[src/rtl/mem_access_ctrl.sv]
`default_nettype none
// ============================================================================
// Module   : mem_access_ctrl
// Purpose  : Initiator side of the word-addressed data memory port. Accepts
//            one load/store at a time, issues word-aligned transactions,
//            extracts and sign/zero-extends byte/half loads, and performs
//            sub-word stores as read-modify-write. Misaligned or illegal-size
//            requests complete without touching memory.
// Ports    : clk, reset        - clock, synchronous active-high reset
//            req/op/addr/wdata - request strobe, {store,unsigned,size},
//                                byte address, store data
//            busy/done/rdata/misaligned - status and load result
//            memRead/memWrite/address/Writedata/Readdata - memory side
// Revision : 1.0 - initial release
// ============================================================================
module mem_access_ctrl #(
  parameter int MEM_LAT    = 1,
  parameter bit BIG_ENDIAN = 1'b1
) (
  input  logic        clk,
  input  logic        reset,
  input  logic        req,
  input  logic [3:0]  op,
  input  logic [31:0] addr,
  input  logic [31:0] wdata,
  output logic        busy,
  output logic        done,
  output logic [31:0] rdata,
  output logic        misaligned,
  output logic        memRead,
  output logic        memWrite,
  output logic [31:0] address,
  output logic [31:0] Writedata,
  input  logic [31:0] Readdata
);

  localparam int c_CW = (MEM_LAT > 1) ? $clog2(MEM_LAT) : 1;
  localparam logic [c_CW-1:0] c_LAST = c_CW'(MEM_LAT - 1);

  typedef enum logic [1:0] {
    S_IDLE = 2'd0,
    S_RD   = 2'd1,
    S_WR   = 2'd2,
    S_DONE = 2'd3
  } state_t;

  state_t            r_state;
  state_t            w_next;
  logic [3:0]        r_op;
  logic [31:0]       r_addr;
  logic [15:0]       r_wdata;     // only the low half matters for sub-word merges
  logic [31:0]       r_wrdata;
  logic [31:0]       r_rdata;
  logic              r_mis;
  logic [c_CW-1:0]   r_wait;

  logic              w_misreq;
  logic              w_word_st;
  logic              w_last;
  logic [1:0]        w_lane;
  logic [4:0]        w_shamt;
  logic [15:0]       w_lane16;
  logic [31:0]       w_load;
  logic [31:0]       w_mask;
  logic [31:0]       w_merged;

  // Request classification works on the live inputs so the decision is made
  // in the accept cycle itself.
  assign w_misreq  = (op[1:0] == 2'b11) ||
                     ((op[1:0] == 2'b01) && addr[0]) ||
                     ((op[1:0] == 2'b10) && (addr[1:0] != 2'b00));
  assign w_word_st = op[3] && (op[1:0] == 2'b10);
  assign w_last    = (r_wait == c_LAST);

  // Lane index in units of bytes, counted from bit 0 of the memory word.
  always_comb begin
    w_lane = 2'd0;
    case (r_op[1:0])
      2'b00:   w_lane = BIG_ENDIAN ? (2'd3 - r_addr[1:0]) : r_addr[1:0];
      2'b01:   w_lane = BIG_ENDIAN ? (2'd2 - r_addr[1:0]) : r_addr[1:0];
      default: w_lane = 2'd0;
    endcase
  end

  assign w_shamt  = {w_lane, 3'b000};
  assign w_lane16 = 16'(Readdata >> w_shamt);

  always_comb begin
    w_load = Readdata;
    w_mask = 32'hFFFF_FFFF;
    case (r_op[1:0])
      2'b00: begin
        w_load = r_op[2] ? {24'h0, w_lane16[7:0]} : {{24{w_lane16[7]}}, w_lane16[7:0]};
        w_mask = 32'h0000_00FF << w_shamt;
      end
      2'b01: begin
        w_load = r_op[2] ? {16'h0, w_lane16} : {{16{w_lane16[15]}}, w_lane16};
        w_mask = 32'h0000_FFFF << w_shamt;
      end
      default: begin
        w_load = Readdata;
        w_mask = 32'hFFFF_FFFF;
      end
    endcase
  end

  assign w_merged = (Readdata & ~w_mask) | (({16'h0, r_wdata} << w_shamt) & w_mask);

  // Next-state logic
  always_comb begin
    w_next = r_state;
    case (r_state)
      S_IDLE: begin
        if (req) begin
          if (w_misreq)       w_next = S_DONE;
          else if (w_word_st) w_next = S_WR;
          else                w_next = S_RD;
        end
      end
      S_RD:    if (w_last) w_next = r_op[3] ? S_WR : S_DONE;
      S_WR:    w_next = S_DONE;
      S_DONE:  w_next = S_IDLE;
      default: w_next = S_IDLE;
    endcase
  end

  always_ff @(posedge clk) begin
    if (reset) r_state <= S_IDLE;
    else       r_state <= w_next;
  end

  // Datapath registers
  always_ff @(posedge clk) begin
    if (reset) begin
      r_op     <= 4'h0;
      r_addr   <= 32'h0;
      r_wdata  <= 16'h0;
      r_wrdata <= 32'h0;
      r_rdata  <= 32'h0;
      r_mis    <= 1'b0;
      r_wait   <= '0;
    end else begin
      case (r_state)
        S_IDLE: begin
          r_wait <= '0;
          if (req) begin
            r_op    <= op;
            r_addr  <= addr;
            r_wdata <= wdata[15:0];
            r_mis   <= w_misreq;
            if (!w_misreq && w_word_st) r_wrdata <= wdata;
          end
        end
        S_RD: begin
          if (w_last) begin
            if (r_op[3]) r_wrdata <= w_merged;
            else         r_rdata  <= w_load;
          end else begin
            r_wait <= r_wait + 1'b1;
          end
        end
        S_DONE:  r_mis <= 1'b0;
        default: ;
      endcase
    end
  end

  // Exactly one of memRead/memWrite is high in every state; idle is a read.
  assign memRead    = (r_state != S_WR);
  assign memWrite   = (r_state == S_WR);
  assign address    = {r_addr[31:2], 2'b00};
  assign Writedata  = r_wrdata;
  assign busy       = (r_state != S_IDLE);
  assign done       = (r_state == S_DONE);
  assign misaligned = r_mis;
  assign rdata      = r_rdata;

endmodule
`default_nettype wire

[config.mk]
export PLATFORM = sky130hd
export DESIGN_NAME = mem_access_ctrl
export DESIGN_NICKNAME = d
export VERILOG_FILES = /design/src/rtl/mem_access_ctrl.sv
export SDC_FILE = /design/constraint.sdc
export NUM_CORES = 1
export LEC_CHECK = 0
export ABC_AREA = 1
export CORE_ASPECT_RATIO = 0.6
export CORE_MARGIN = 2
export CORE_UTILIZATION = 37
export CTS_CLUSTER_DIAMETER = 200
export DETAILED_ROUTE_END_ITERATION = 8
export PLACE_DENSITY = 0.66
export SLEW_MARGIN = 15
export SYNTH_ARGS = -nofsm -noshare
export SYNTH_HDL_FRONTEND = slang
export SYNTH_SLANG_ARGS = --single-unit
[constraint.sdc]
create_clock -name clk -period 3.8 [get_ports clk]
set_clock_uncertainty 0.05 [all_clocks]
set_input_delay 0.76 -clock clk [delete_from_list [all_inputs] [get_ports clk]]
set_output_delay 0.76 -clock clk [all_outputs]
set_load 0.005 [all_outputs]
After elaboration in Yosys (flattened, before gate mapping) --
Cells that the tools add are included.
Cells by class: reduce and logical (&&, ||, !) cells 18, bitwise operators 6, shift operators 4, add/sub/neg operators 3, muxes and demuxes 20, equal/unequal tests 12
Operator list (number):
- $mux W32 | 6
- $pmux W32 S2 | 3
- $and A32 B32 Y32 | 2
- $not A32 Y32 | 1
- $or A32 B32 Y32 | 1
- $shl A16 B5 Y32 | 1
- $shl A16 B5 Y32 const A | 1
- $shl A8 B5 Y32 const A | 1
- $shr A32 B5 Y16 | 1
- $ne A2 B2 Y1 const B | 5
- $eq A2 B2 Y1 const B | 4
- $mux W2 | 4
- $pmux W2 S4 | 1
- $reduce_bool A2 Y1 | 4
- $eq A2 B1 Y1 const B | 3
- $reduce_and A2 Y1 | 3
- $reduce_and A5 Y1 | 1
- $logic_and A1 B1 Y1 | 4
- $logic_not A2 Y1 | 2
- $pmux W1 S2 | 2
- $pmux W2 S2 | 1
- $sub A2 B2 Y2 const A | 2
- $mux W1 | 3
- $reduce_and A3 Y1 | 1
- 4 further kinds | 6
Storage, ports and cells: output and inout port bits 101, register bits after elaboration 120, input port bits 103

Logic depth before layout (Yosys ltp) --
Gate-level depths: netlist (run 1).
depth after elaboration 10, gate-level depth with buffers 12, depth with buffers taken out 11

Least setup slack after synthesis (run 1) --
No wires, ideal clock.
kind input -> register, start point in addr[0], end point reg r_wrdata[20], in the netlist Writedata[20], stages on the path 8, data required time 3.680 ns, setup slack 1.936 ns, arrival time 1.743 ns, library setup time 0.070 ns, cell sequence o21ai_0 nand3_1 nand2_1 nand3_1 buf_2 nor2_1 nand2_1 a21oi_1
On the way: cells in the longest elaborated chain, start to end 7, elaborated cells between the ends (all ways) 9
Ends and longest elaborated chain:
- from (decl) | line 24 | input logic [31:0] addr,
- $reduce_bool A2 Y1 or $logic_and A1 B1 Y1 (tied branches) | line 71, 70
- $logic_and A1 B1 Y1 or $logic_or A1 B1 Y1 (tied branches) | line 71, 69
- $logic_or A1 B1 Y1 (*) | line 70 | ((op[1:0] == 2'b01) && addr[0]) ||
- $logic_not A1 Y1 (*) | line 151 | if (!w_misreq && w_word_st) r_wrdata <= wdata;
- $logic_and A1 B1 Y1 (*) | line 151
- $ne A2 B2 Y1 (no source line) (*)
- $reduce_and A5 Y1 (no source line) (*)
- to (signal assigned) | line 151
- to (signal assigned) | line 156 | if (r_op[3]) r_wrdata <= w_merged;
- to (decl) | line 52 | logic [31:0] r_wrdata;
Mark *: on every way between the ends. The rest lies on a longest branch, timed or not. A chain may end at the register's enable or synchronous reset.

Worst setup path after layout (run 1) --
start point reg r_state[0], end point out busy
On the way: cells in the longest elaborated chain, start to end 1
Ends and longest elaborated chain:
- from (decl) | line 47 | state_t r_state;
- from (signal assigned) | line 129 | else r_state <= w_next;
- $reduce_bool A2 Y1 | line 173 | assign busy = (r_state != S_IDLE);
- to (decl) | line 26 | output logic busy,
No other way between the ends.

==> results of run 1 <==
[cell usage in the layout, fill, tap and decap left out, types with 3 or more instances in the layout]
cell type        netlist  layout
inv_2                  5       6
ha_1                   4       4
dfxtp_1              119     119
o21ai_0               87      87
o211ai_1              13      13
clkbuf_16              0      17
clkinv_2               0       4
inv_1                101     100
nor2_1               141     140
a21oi_1              105     105
or2_2                  8       8
clkdlybuf4s50_1        0     201
nand2_2                4       5
nand2_1              232     231
nand3_2                2       3
clkinvlp_4             0       4
nand3_1              106     105
buf_4                 33      15
[power by group through the flow]
stage / logic, uW / registers [uW] / clock network, uW
5_1_grt: 2320 / 1660 / 1670
2_1_floorplan: 1250 / 1640 / 0
6_report: 2090 / 1630 / 1600
4_1_cts: 2060 / 1630 / 1610
3_3_place_gp: 2030 / 1650 / 0
3_5_place_dp: 2040 / 1650 / 0
[flip-flops by register name, summed over array words and instances (netlist names)]
signal	cells
misaligned	1
r_state	2
Writedata	32
r_addr	32
r_wdata	16
rdata	32
r_op	4
[metrics by stage]
step / hold WS [ns] / setup slack (ns) / instances / area, sq um / util
6_report: 0.419 / 1.06 / 1419 / 8980 / 0.524
5_1_grt: 0.429 / 0.968 / 1419 / 8980 / 0.524
4_1_cts: 0.418 / 1.08 / 1419 / 8980 / 0.524
2_1_floorplan: 0.394 / 1.94 / 1030 / 6480 / -
3_3_place_gp: 0.403 / 0.923 / 1387 / 8400 / 0.491
3_5_place_dp: 0.408 / 0.823 / 1387 / 8400 / 0.491
[area by class of cell]
cell class	instances	area share
Clock buffer	20	0.0498
Clock inverter	12	0.0142
Inverter	109	0.0459
Multi-Input combinational cell	709	0.355
Sequential cell	119	0.265
Tap cell	234	0.0326
Timing Repair Buffer	216	0.237
[layer usage]
layer / wire [um] / share of wire
met1: 11300 / 0.50
met2: 8560 / 0.37
met3: 2850 / 0.12
met4: 145 / 0.0063
met5: 0 / 0
[path summary, 6_finish.rpt]
check                                        startpoint                     end  slack, ns
worst max-delay path            r_state[0]$_SDFFE_PP0P_                    busy       1.06
worst min-delay path              rdata[7]$_SDFFE_PP0P_   rdata[7]$_SDFFE_PP0P_       0.42
worst max register to register     r_op[1]$_SDFFE_PP0P_  rdata[10]$_SDFFE_PP0P_       1.29
worst min register to register    rdata[7]$_SDFFE_PP0P_   rdata[7]$_SDFFE_PP0P_       0.42
[kinds of logic (layout without fill, tap and decap cells)]
kind of cell | count (synthesis) | count (layout)
other | 1 | 2
buffers and inverters | 202 | 357
DFF | 119 | 119
and+or+nand+nor | 495 | 495
AOI/OAI and AO/OA | 208 | 208
adders and majority gates | 4 | 4
[worst reg2reg max path, stage by stage (launching register included)]
cell and delay (ns):
dfxtp_1 0.38, buf_4 0.33, nor2_1 0.11, nand2_1 0.15, nand2_2 0.27, nand2_1 0.15
nand3_1 0.07, nand2_1 0.17, nand3_2 0.37, inv_2 0.26, nor2_1 0.07, nor2_1 0.08
==> results.py, run 1 <==
metrics = {
    "timing": {
        "finalSetupTns_ns": 0,
        "fin_crit_sh": 0.720,
        "worst_pin_slew_ns": 0.906,
        "hold_viol": 0,
        "setup_violations": 0,
        "relSlewSlack": 0.390,
        "slew_violations": 0,
        "rsz0062_at_grt": "no",
        "max_freq_mhz": 365,
        "fin_crit_ns": 2.74,
    },
    "yosys": {
        "postSynthAreaPerCell_sq_um": 6.29,
        "synth_simple_gate_area_frac": 0.316,
        "synth_edf_count": 0,
        "yosysMostFrequentCell": "nand2_1",
        "syn_area_sq_mm": 0.00647,
        "synth_top_family_by_area": "simple AND/OR/NAND/NOR gates",
        "synth_top_area_cell": "dfxtp_1",
        "synth_top_area_frac": 0.368,
        "synth-compound-area-share": 0.167,
        "synthTopCellsByArea": "dfxtp_1 (37%), nand2_1 (13%), nand3_1 (8.2%)",
        "syn-instance-count": 1029,
        "synth_common_cells": "nand2_1 (232), nor2_1 (141), dfxtp_1 (119)",
        "seq_area_frac_synth": 0.368,
        "synth_fa_ha_area_frac": 0.00773,
        "ys_warn_count": 0,
        "muxShareOfSynthArea": 0,
        "synth_ff_type": "dfxtp_1",
        "synthArstFlopShare": 0,
        "ys_ff_latch": 119,
        "synthXorXnorAreaFrac": 0,
        "ys_types": 25,
    },
    "setup_path": {
        "critical_path.cell_chain": "inv_1 -> ha_1 -> inv_1 -> clkdlybuf4s50_1",
        "cp_num_buf_inv": 3,
        "rr_worst_depth": 11,
        "critPathKind": "register to output port",
        "startpoint_type": "register",
        "crit_path_top_delay_cell": "clkdlybuf4s50_1",
        "cp.depth": 4,
        "crit_top_cell": "inv_1",
        "cpLargestDelayFamily": "buffers and inverters",
        "required_ns": 2.99,
        "worstPathArrival_ns": 1.93,
        "critPathMaxFanout": 6,
        "cp-end-kind": "output port",
        "slowest_delay_ns": 0.58,
    },
    "die": {
        "io_pins": 204,
        "die_h_um": 106,
        "num_rows": 37,
        "die_x_um": 175,
        "core_area_sq_mm": 0.0171,
        "initial_core_util": 0.378,
        "dieArea_sq_mm": 0.0186,
    },
    "global_route": {
        "grt_util_met3": 0.0883,
        "grt_usage": 0.244,
        "grt_overflow": 0,
        "grt_start_max_net_pins": 75,
        "grt_antenna_before_repair": 0,
        "grt_pass1_wl_um": 35100,
        "grt_pass1_vias": 6286,
        "grtUsageMet2": 0.307,
        "grt_use_met1": 0.378,
        "top_usage_layer": "met1",
    },
    "placed_design": {
        "gp_congestion": 0.947,
        "io_buffers": 201,
        "dpl.hpwl_um": 16400,
    },
    "power": {
        "swShare": 0.371,
        "p_int_uw": 3340,
        "clockPowerShare": 0.300,
        "peakVddDrop_v": 0.000267,
        "switchingPower_uw": 1970,
        "pwr-share-comb": 0.393,
        "seqPwrFrac": 0.307,
        "power_density_mw_per_mm2": 592,
        "finalPower_uw": 5320,
        "total_leakage_power_uw": 0.00392,
    },
    "cts": {
        "cts_resized": 0,
        "clk_latency_ns": 0.42,
        "root_buffer": "clkbuf_16",
        "cts_setup_buffers": 0,
        "clock-sinks": 119,
        "cts_tree": "built",
        "clockBufferDepth": 2,
        "htree_num_levels": 4,
        "numCtsBuffers": 17,
        "holdBufCountCts": 0,
        "clkTransAtPathRegs_ns": 0.05,
    },
    "finish": {
        "fillers": 1723,
        "syn_to_final_growth_pct": 38.6,
        "drive_gt1_frac": 0.0599,
        "multi_input_area_sq_mm": 0.00319,
        "final_nets": 1279,
        "regArea_sq_mm": 0.00238,
        "antenna_cells": 0,
    },
    "outcome": {
        "status": "complete, no violations",
    },
    "detailed_routing": {
        "wl_um": 22900,
        "detail-route-antenna-nets": 0,
        "first_pass_iters": 7,
        "num_vias": 7055,
        "first_iter_violations": 829,
        "drc": 0,
        "post_drt_wl_per_cell_um": 16.1,
        "post_drt_via_cell_ratio": 4.97,
    },
    "worst_hold_path": {
        "holdPathStages": 2,
        "hold_class": "register to register",
    },
    "job": {
        "drv_cap": 0,
    },
}
(Power assumes the default switching activity.)
==> inputs of run 2 (changes only) <==
clock period = 2.7 ns   (was 3.8 ns; I/O delays follow)
==> run 2 against run 1 <==
Net effect: register-to-register slack lost 0.74 ns; critical endpoint unchanged; sequential power grew 40%; via count grew 1.4%; highest routed layer unchanged; total power grew 43%; worst hold slack gained 0.0032 ns; combinational power grew 44%; critical path depth is the same; clock power grew 45%; non-clock buffer count grew 7.
==> results.py, run 2 (synthesis results as in run 1) <==
metrics = {
    "outcome": {
        "status": "complete, no violations",
    },
    "cts": {
        "root_buffer": "clkbuf_16",
        "holdBufCountCts": 0,
        "clock-sinks": 119,
        "cts_resized": 0,
        "numCtsBuffers": 17,
        "htree_num_levels": 4,
        "cts_setup_buffers": 0,
        "clockBufferDepth": 2,
        "cts_tree": "built",
        "clk_latency_ns": 0.42,
        "clkTransAtPathRegs_ns": 0.06,
    },
    "finish": {
        "antenna_cells": 0,
        "layout_commonest_cell": "nand2_1",
        "final_nets": 1286,
        "utilization": 0.530,
        "syn_to_final_growth_pct": 40.1,
        "layout_common_cells": "nand2_1 (231), clkdlybuf4s50_1 (201), nor2_1 (140), dfxtp_1 (119)",
        "drive_gt1_frac": 0.0671,
    },
    "detailed_routing": {
        "m1WireLength_um": 11100,
        "top_layer": "met4",
        "post_drt_wl_per_cell_um": 16.2,
        "post_drt_via_cell_ratio": 5.02,
        "num_vias": 7154,
        "wl_um": 23000,
        "first_iter_violations": 814,
        "drc": 0,
        "wl_met2_um": 8490,
        "detail-route-antenna-nets": 0,
        "met3_wirelength_um": 3240,
        "first_pass_iters": 5,
    },
    "global_route": {
        "grt_overflow": 0,
        "grt_antenna_before_repair": 0,
        "grt_usage": 0.247,
        "grt_pass1_vias": 6514,
        "grt_pass1_wl_um": 35800,
        "grt_start_max_net_pins": 75,
    },
    "timing": {
        "relSlewSlack": 0.639,
        "rsz0062_at_grt": "no",
        "max_freq_mhz": 399,
        "fin_crit_sh": 0.929,
        "fin_crit_ns": 2.51,
        "setup_violations": 0,
        "hold_viol": 0,
        "slew_violations": 0,
        "worst_pin_slew_ns": 0.539,
        "finalSetupTns_ns": 0,
    },
    "die": {
        "die_x_um": 175,
        "io_pins": 204,
        "num_rows": 37,
        "die_h_um": 106,
        "core_area_sq_mm": 0.0171,
        "dieArea_sq_mm": 0.0186,
        "initial_core_util": 0.378,
    },
    "placed_design": {
        "gp_congestion": 0.949,
        "dpl.hpwl_um": 16800,
        "io_buffers": 201,
    },
    "setup_path": {
        "crit_top_cell": "inv_1",
        "crit_path_top_delay_cell": "clkdlybuf4s50_1",
        "slowest_delay_ns": 0.57,
        "critPathKind": "register to output port",
        "startpoint_type": "register",
        "worstPathArrival_ns": 1.92,
        "critPathMaxFanout": 6,
        "required_ns": 2.11,
        "critical_path.cell_chain": "inv_1 -> ha_1 -> inv_1 -> clkdlybuf4s50_1",
        "cp-end-kind": "output port",
    },
    "worst_hold_path": {
        "hold_class": "register to register",
    },
    "power": {
        "power_density_mw_per_mm2": 841,
        "total_leakage_power_uw": 0.00398,
        "peakVddDrop_v": 0.000383,
    },
    "job": {
        "drv_cap": 0,
    },
}
[run 2: power breakdown]
part	total [uW]	switching, uW	internal, uW	leakage (uW)
clock	2320	937	1380	0.000293
combinational	3020	1740	1270	0.00271
sequential	2290	190	2100	0.000980
total	7630	2870	4760	0.00398
[run 2: stage by stage]
stage / cell area, sq um / hold WS, ns / power [uW] / worst slack (ns) / instances
floorplan: 6480 / 0.394 / 4080 / 1.00 / 1030
global placement: 8480 / 0.404 / 5250 / 0.381 / 1394
detailed placement: 8480 / 0.409 / 5280 / 0.304 / 1394
CTS: 9070 / 0.422 / 7630 / 0.205 / 1426
global route: 9070 / 0.440 / 8110 / 0.122 / 1426
finish: 9070 / 0.422 / 7630 / 0.191 / 1426
[run 2: worst paths after layout]
kind,slack (ns),startpoint,cells past startpoint,to
setup / recovery,0.19,r_state[0]$_SDFFE_PP0P_,4,busy
hold reg to reg,0.42,r_wdata[14]$_SDFFE_PP0P_,2,r_wdata[14]$_SDFFE_PP0P_
hold / removal,0.42,r_wdata[14]$_SDFFE_PP0P_,2,r_wdata[14]$_SDFFE_PP0P_
setup reg to reg,0.55,r_op[1]$_SDFFE_PP0P_,11,rdata[10]$_SDFFE_PP0P_
[run 2: final cells by class]
cell class,count,area [sq um]
multi-input cells,709,3190
clock inverters,15,166
inverters,109,412
repair buffers,223,2200
well taps,234,293
clock buffers,17,425
flip-flops and latches,119,2380
fillers,1708,8060
[run 2: critical path, delay by kind of cell (launching register included)]
family	cells	cell delay, ns
fa+ha+maj	1	0.25
buf+inv	3	0.87
flops	1	0.38
[run 2: routing by layer]
| layer | up-vias | global-route usage |
|---|---|---|
| met1 | 3217 | 0.369 |
| met5 | - | 0 |
| met2 | 365 | 0.320 |
| met3 | 24 | 0.108 |
| met4 | 0 | 0.0429 |
| li1 | 3548 | - |
==> inputs of run 3 (changes only) <==
--- a/config.mk
+++ b/config.mk
@@ -11,2 +11,3 @@
 export CORE_UTILIZATION = 37
+export CTS_BUF_LIST = sky130_fd_sc_hd__clkbuf_2 sky130_fd_sc_hd__clkbuf_4 sky130_fd_sc_hd__clkbuf_8
 export CTS_CLUSTER_DIAMETER = 200
@@ -18 +19,2 @@
 export SYNTH_SLANG_ARGS = --single-unit
+export TNS_END_PERCENT = 50
--- a/constraint.sdc
+++ b/constraint.sdc
@@ -4,2 +4,2 @@
 set_output_delay 0.54 -clock clk [all_outputs]
-set_load 0.005 [all_outputs]
+set_load 0.1 [all_outputs]
==> run 3 against run 2 <==
Net effect: combinational power rose by 65%; wire length down 1.4%; die area unchanged; cell count rose by 0.14%; worst hold slack gained 0.0018 ns; via count fell by 1.1%; total power rose by 18%; setup slack improved by 0.25 ns; final area decreased by 4.4%; largest cell class unchanged.
==> results.py, run 3 (synthesis results as in run 1) <==
metrics = {
    "setup_path": {
        "required_ns": 2.11,
        "crit_top_cell": "inv_1",
        "slowest_delay_ns": 0.39,
        "critPathMaxFanout": 6,
        "cp-end-kind": "output port",
        "cp_num_buf_inv": 3,
        "worstPathArrival_ns": 1.67,
        "crit_path_top_delay_cell": "dfxtp_1",
        "cpLargestDelayFamily": "buffers and inverters",
        "startpoint_type": "register",
        "critPathKind": "register to output port",
        "critical_path.cell_chain": "inv_1 -> ha_1 -> inv_1 -> buf_4",
    },
    "finish": {
        "syn_to_final_growth_pct": 34.0,
        "layout_commonest_cell": "nand2_1",
        "final_nets": 1288,
        "antenna_cells": 0,
        "drive_gt1_frac": 0.152,
        "layout_common_cells": "nand2_1 (231), nor2_1 (140), buf_4 (120), dfxtp_1 (119)",
    },
    "die": {
        "core_area_sq_mm": 0.0171,
        "io_pins": 204,
        "die_h_um": 106,
        "num_rows": 37,
        "initial_core_util": 0.378,
        "die_x_um": 175,
        "dieArea_sq_mm": 0.0186,
    },
    "detailed_routing": {
        "post_drt_via_cell_ratio": 4.96,
        "detail-route-antenna-nets": 0,
        "first_pass_iters": 6,
        "drc": 0,
        "post_drt_wl_per_cell_um": 15.9,
        "wl_um": 22700,
        "num_vias": 7076,
        "first_iter_violations": 723,
    },
    "timing": {
        "finalSetupTns_ns": 0,
        "slew_violations": 0,
        "relSlewSlack": 0.670,
        "hold_viol": 0,
        "worst_pin_slew_ns": 0.491,
        "setup_violations": 0,
        "rsz0062_at_grt": "no",
        "worst_hold_slack_ns": 0.424,
        "fin_crit_ns": 2.26,
        "max_freq_mhz": 442,
        "fin_crit_sh": 0.838,
    },
    "power": {
        "total_leakage_power_uw": 0.00408,
        "finalPower_uw": 8990,
        "power_density_mw_per_mm2": 1040,
        "peakVddDrop_v": 0.000519,
    },
    "worst_hold_path": {
        "hold_class": "register to register",
    },
    "global_route": {
        "grt_pass1_vias": 6297,
        "grt_start_max_net_pins": 63,
        "grt_pass1_wl_um": 35100,
        "grt_usage": 0.243,
        "grt_overflow": 0,
        "grt_antenna_before_repair": 0,
    },
    "outcome": {
        "status": "complete, no violations",
    },
    "cts": {
        "clkTransAtPathRegs_ns": 0.07,
        "cts_tree": "built",
        "root_buffer": "clkbuf_8",
        "clk_latency_ns": 0.43,
        "htree_num_levels": 4,
        "cts_setup_buffers": 0,
        "numCtsBuffers": 17,
        "holdBufCountCts": 0,
        "cts_resized": 0,
        "clockBufferDepth": 2,
        "clock-sinks": 119,
    },
    "placed_design": {
        "io_buffers": 201,
        "gp_congestion": 0.934,
        "dpl.hpwl_um": 16800,
    },
    "job": {
        "drv_cap": 0,
    },
}
## run 3: changes by cell type in the layout (fill, tap and decap cells not counted), sizes merged
cell / previous run / this run
clkinvlp: 1 / 3
buf: 22 / 123
inv: 114 / 110
clkbuf: 17 / 20
clkinv: 7 / 6
clkdlybuf4s50: 201 / 102
## run 3: area by class of cell
class	count	area, sq um
repair buffers	225	1980
multi-input cells	709	3190
inverters	109	412
well taps	234	293
clock inverters	12	140
flip-flops and latches	119	2380
fillers	1815	8450
clock buffers	20	275
## run 3: power by group
group,internal (uW),switching [uW]
sequential,2100,203
clock,906,809
combinational,1170,3810
total,4170,4820
## run 3: final timing paths
kind | slack (ns) | depth (start not counted) | from | endpoint
setup reg to reg | 0.45 | 11 | r_op[0]$_SDFFE_PP0P_ | rdata[14]$_SDFFE_PP0P_
hold / removal | 0.42 | 2 | r_wdata[8]$_SDFFE_PP0P_ | r_wdata[8]$_SDFFE_PP0P_
setup / recovery | 0.44 | 4 | r_state[0]$_SDFFE_PP0P_ | busy
hold reg to reg | 0.42 | 2 | r_wdata[8]$_SDFFE_PP0P_ | r_wdata[8]$_SDFFE_PP0P_
## run 3: stage by stage
step                worst slack (ns)  cells  area [sq um]  utilization
floorplan                      0.212   1030          6480            -
CTS                            0.420   1428          8670        0.506
global route                   0.280   1428          8670        0.506
detailed placement             0.292   1396          8260        0.482
global placement               0.336   1396          8260        0.482
finish                         0.439   1428          8670        0.506
## run 3: per-layer routing
| metal | track usage | up-vias | routed length (um) |
|---|---|---|---|
| li1 | - | 3547 | - |
| met1 | 0.366 | 3174 | 11000 |
| met2 | 0.309 | 338 | 8440 |
| met3 | 0.103 | 17 | 2970 |
| met4 | 0.0571 | 0 | 252 |
| met5 | 0 | - | 0 |
## run 3: worst register-to-register path: cells and delay by family (launching register included)
kind                   cells  cell delay, ns
buffers and inverters      2            0.36
AND/OR/NAND/NOR            9            1.33
flip-flops                 1            0.39
==> RTL edit: new RTL, config.mk and constraints of run 1 <==
Reset style: asynchronous (`reset`), changed in 2 clocked blocks. Comments in the files are not updated.
--- a/src/rtl/mem_access_ctrl.sv
+++ b/src/rtl/mem_access_ctrl.sv
@@ -126,3 +126,3 @@
 
-  always_ff @(posedge clk) begin
+  always_ff @(posedge clk or posedge reset) begin
     if (reset) r_state <= S_IDLE;
@@ -132,3 +132,3 @@
   // Datapath registers
-  always_ff @(posedge clk) begin
+  always_ff @(posedge clk or posedge reset) begin
     if (reset) begin
Function: differs if reset is asserted again (counterexample within 4 cycles, from zero or initial values and one cycle with reset high); with reset held inactive, the same outputs for 4 cycles.
==> RTL edit against run 1 <==
  * Synthesized area rose by 4.9%
  * Sequential cell count did not move
  * Global-route usage fell by 1.2 points
  * Synthesized cell count fell by 7.6%
  * Worst setup slack improved by 0.059 ns
  * Design area rose by 4.0%
  * Die area rose by 4.7%
  * Critical path type unchanged
  * Sequential share of layout area rose by 5.4 points
  * Via count fell by 5.9%
  * Wire length fell by 4.7%
Power is not compared: it rests on default switching activity, and its combinational part moved more than twofold at a synthesized area within 25%.
==> RTL edit: results <==
[worst_hold_path]
holdCritStartpoint = r_addr[4]$_DFFE_PP0P_
worstHoldEndpoint = r_addr[4]$_DFFE_PP0P_
min_path_cells = 2

[global_routing]
first_global_vias = 6129
grt_pass1_wl_mm = 34.00
antenna_found_initial = 1
grtUsageTotal = 0.2310
grt_max_degree = 49

[route]
route.met2.wl_mm = 8.340
vias = 6636
wl_met1_mm = 11.07
drtIter0Drc = 822
routed_wl_mm = 21.80
wl_met3_mm = 2.196

[finish]
drive_gt1_frac = 0.08594
fillCellCount = 1722
fin_nets = 1211

[worst_setup_path]
path_max_fanout = 6
rr_endpoint = Writedata[17]$_DFFE_PP0P_
crit_arrival_ns = 1.87
r2r-start = r_op[0]$_DFFE_PP0P_
setup.worst_path.start = r_state[0]$_DFFE_PP0P_
cp_top_family = buffers and inverters

[logic_synthesis]
yosysSeqAreaShare = 0.4385
synth_area_leaders = dfrtp_1 (44%), nand2_1 (19%), nand3_1 (6.7%), nor2_1 (5.1%), buf_4 (4.1%)
ys.flop_type = dfrtp_1
ys_types = 31
async_flop_share = 1.000

[placement]
globalplace.congestion = 0.9227
place_ws_ns = 0.8689
post-dp-hpwl_mm = 16.08

[sta]
max_slew_margin = 0.4898
hold_slack_ns = 0.4248
timing.fmax_mhz = 373.4

[clocking]
clock_path_buffers = 2

[status]
status = complete, no violations
RTL edit: cell types whose count changed in the layout (fill, tap and decap cells not counted), sizes merged, moves of 3 or more:
cell	run 1	this run
nand2	236	349
clkinv	7	4
dfrtp	0	119
o22ai	0	8
o21ai	87	41
a21oi	105	28
nor2	142	96
inv	108	83
dfxtp	119	0
or2	8	17
RTL edit: final cells by class:
| class | count | area share |
|---|---|---|
| Antenna cell | 1 | 0.0002681 |
| Clock buffer | 18 | 0.04706 |
| Clock inverter | 14 | 0.01515 |
| Inverter | 78 | 0.03177 |
| Multi-Input combinational cell | 674 | 0.3258 |
| Sequential cell | 119 | 0.3191 |
| Tap cell | 240 | 0.03218 |
| Timing Repair Buffer | 214 | 0.2287 |
RTL edit: through the flow:
stage / utilization / std cells / total power [mW] / instance area (um^2)
global route: 0.5178 / 1357 / 9.456 / 9330
floorplan: - / 952 / 5.375 / 6798
CTS: 0.5178 / 1357 / 8.737 / 9330
detailed placement: 0.4856 / 1325 / 7.089 / 8750
global placement: 0.4856 / 1325 / 7.026 / 8750
finish: 0.5179 / 1358 / 8.703 / 9333
RTL edit: power by group:
group	total, mW	internal, mW	switching [mW]
registers	2.30	1.91	0.393
logic	4.80	2.06	2.74
clock network	1.60	0.936	0.662
RTL edit: cell families (layout without fill, tap and decap cells):
kind of cell	Yosys count	in the layout	synth area share
other	1	3	0.0005523
AO/OA/AOI/OAI	96	96	0.07942
flip-flops	119	119	0.4385
adder cells (fa/ha/maj)	4	4	0.007371
AND/OR/NAND/NOR	572	572	0.3591
buffers and inverters	159	324	0.1150
RTL edit: layer usage:
metal  vias to the layer above  GRT usage
met5                         -          0
met4                         0    0.06098
met3                        15    0.06485
met2                       300     0.2989
met1                      3052     0.3658
li1                       3269          -
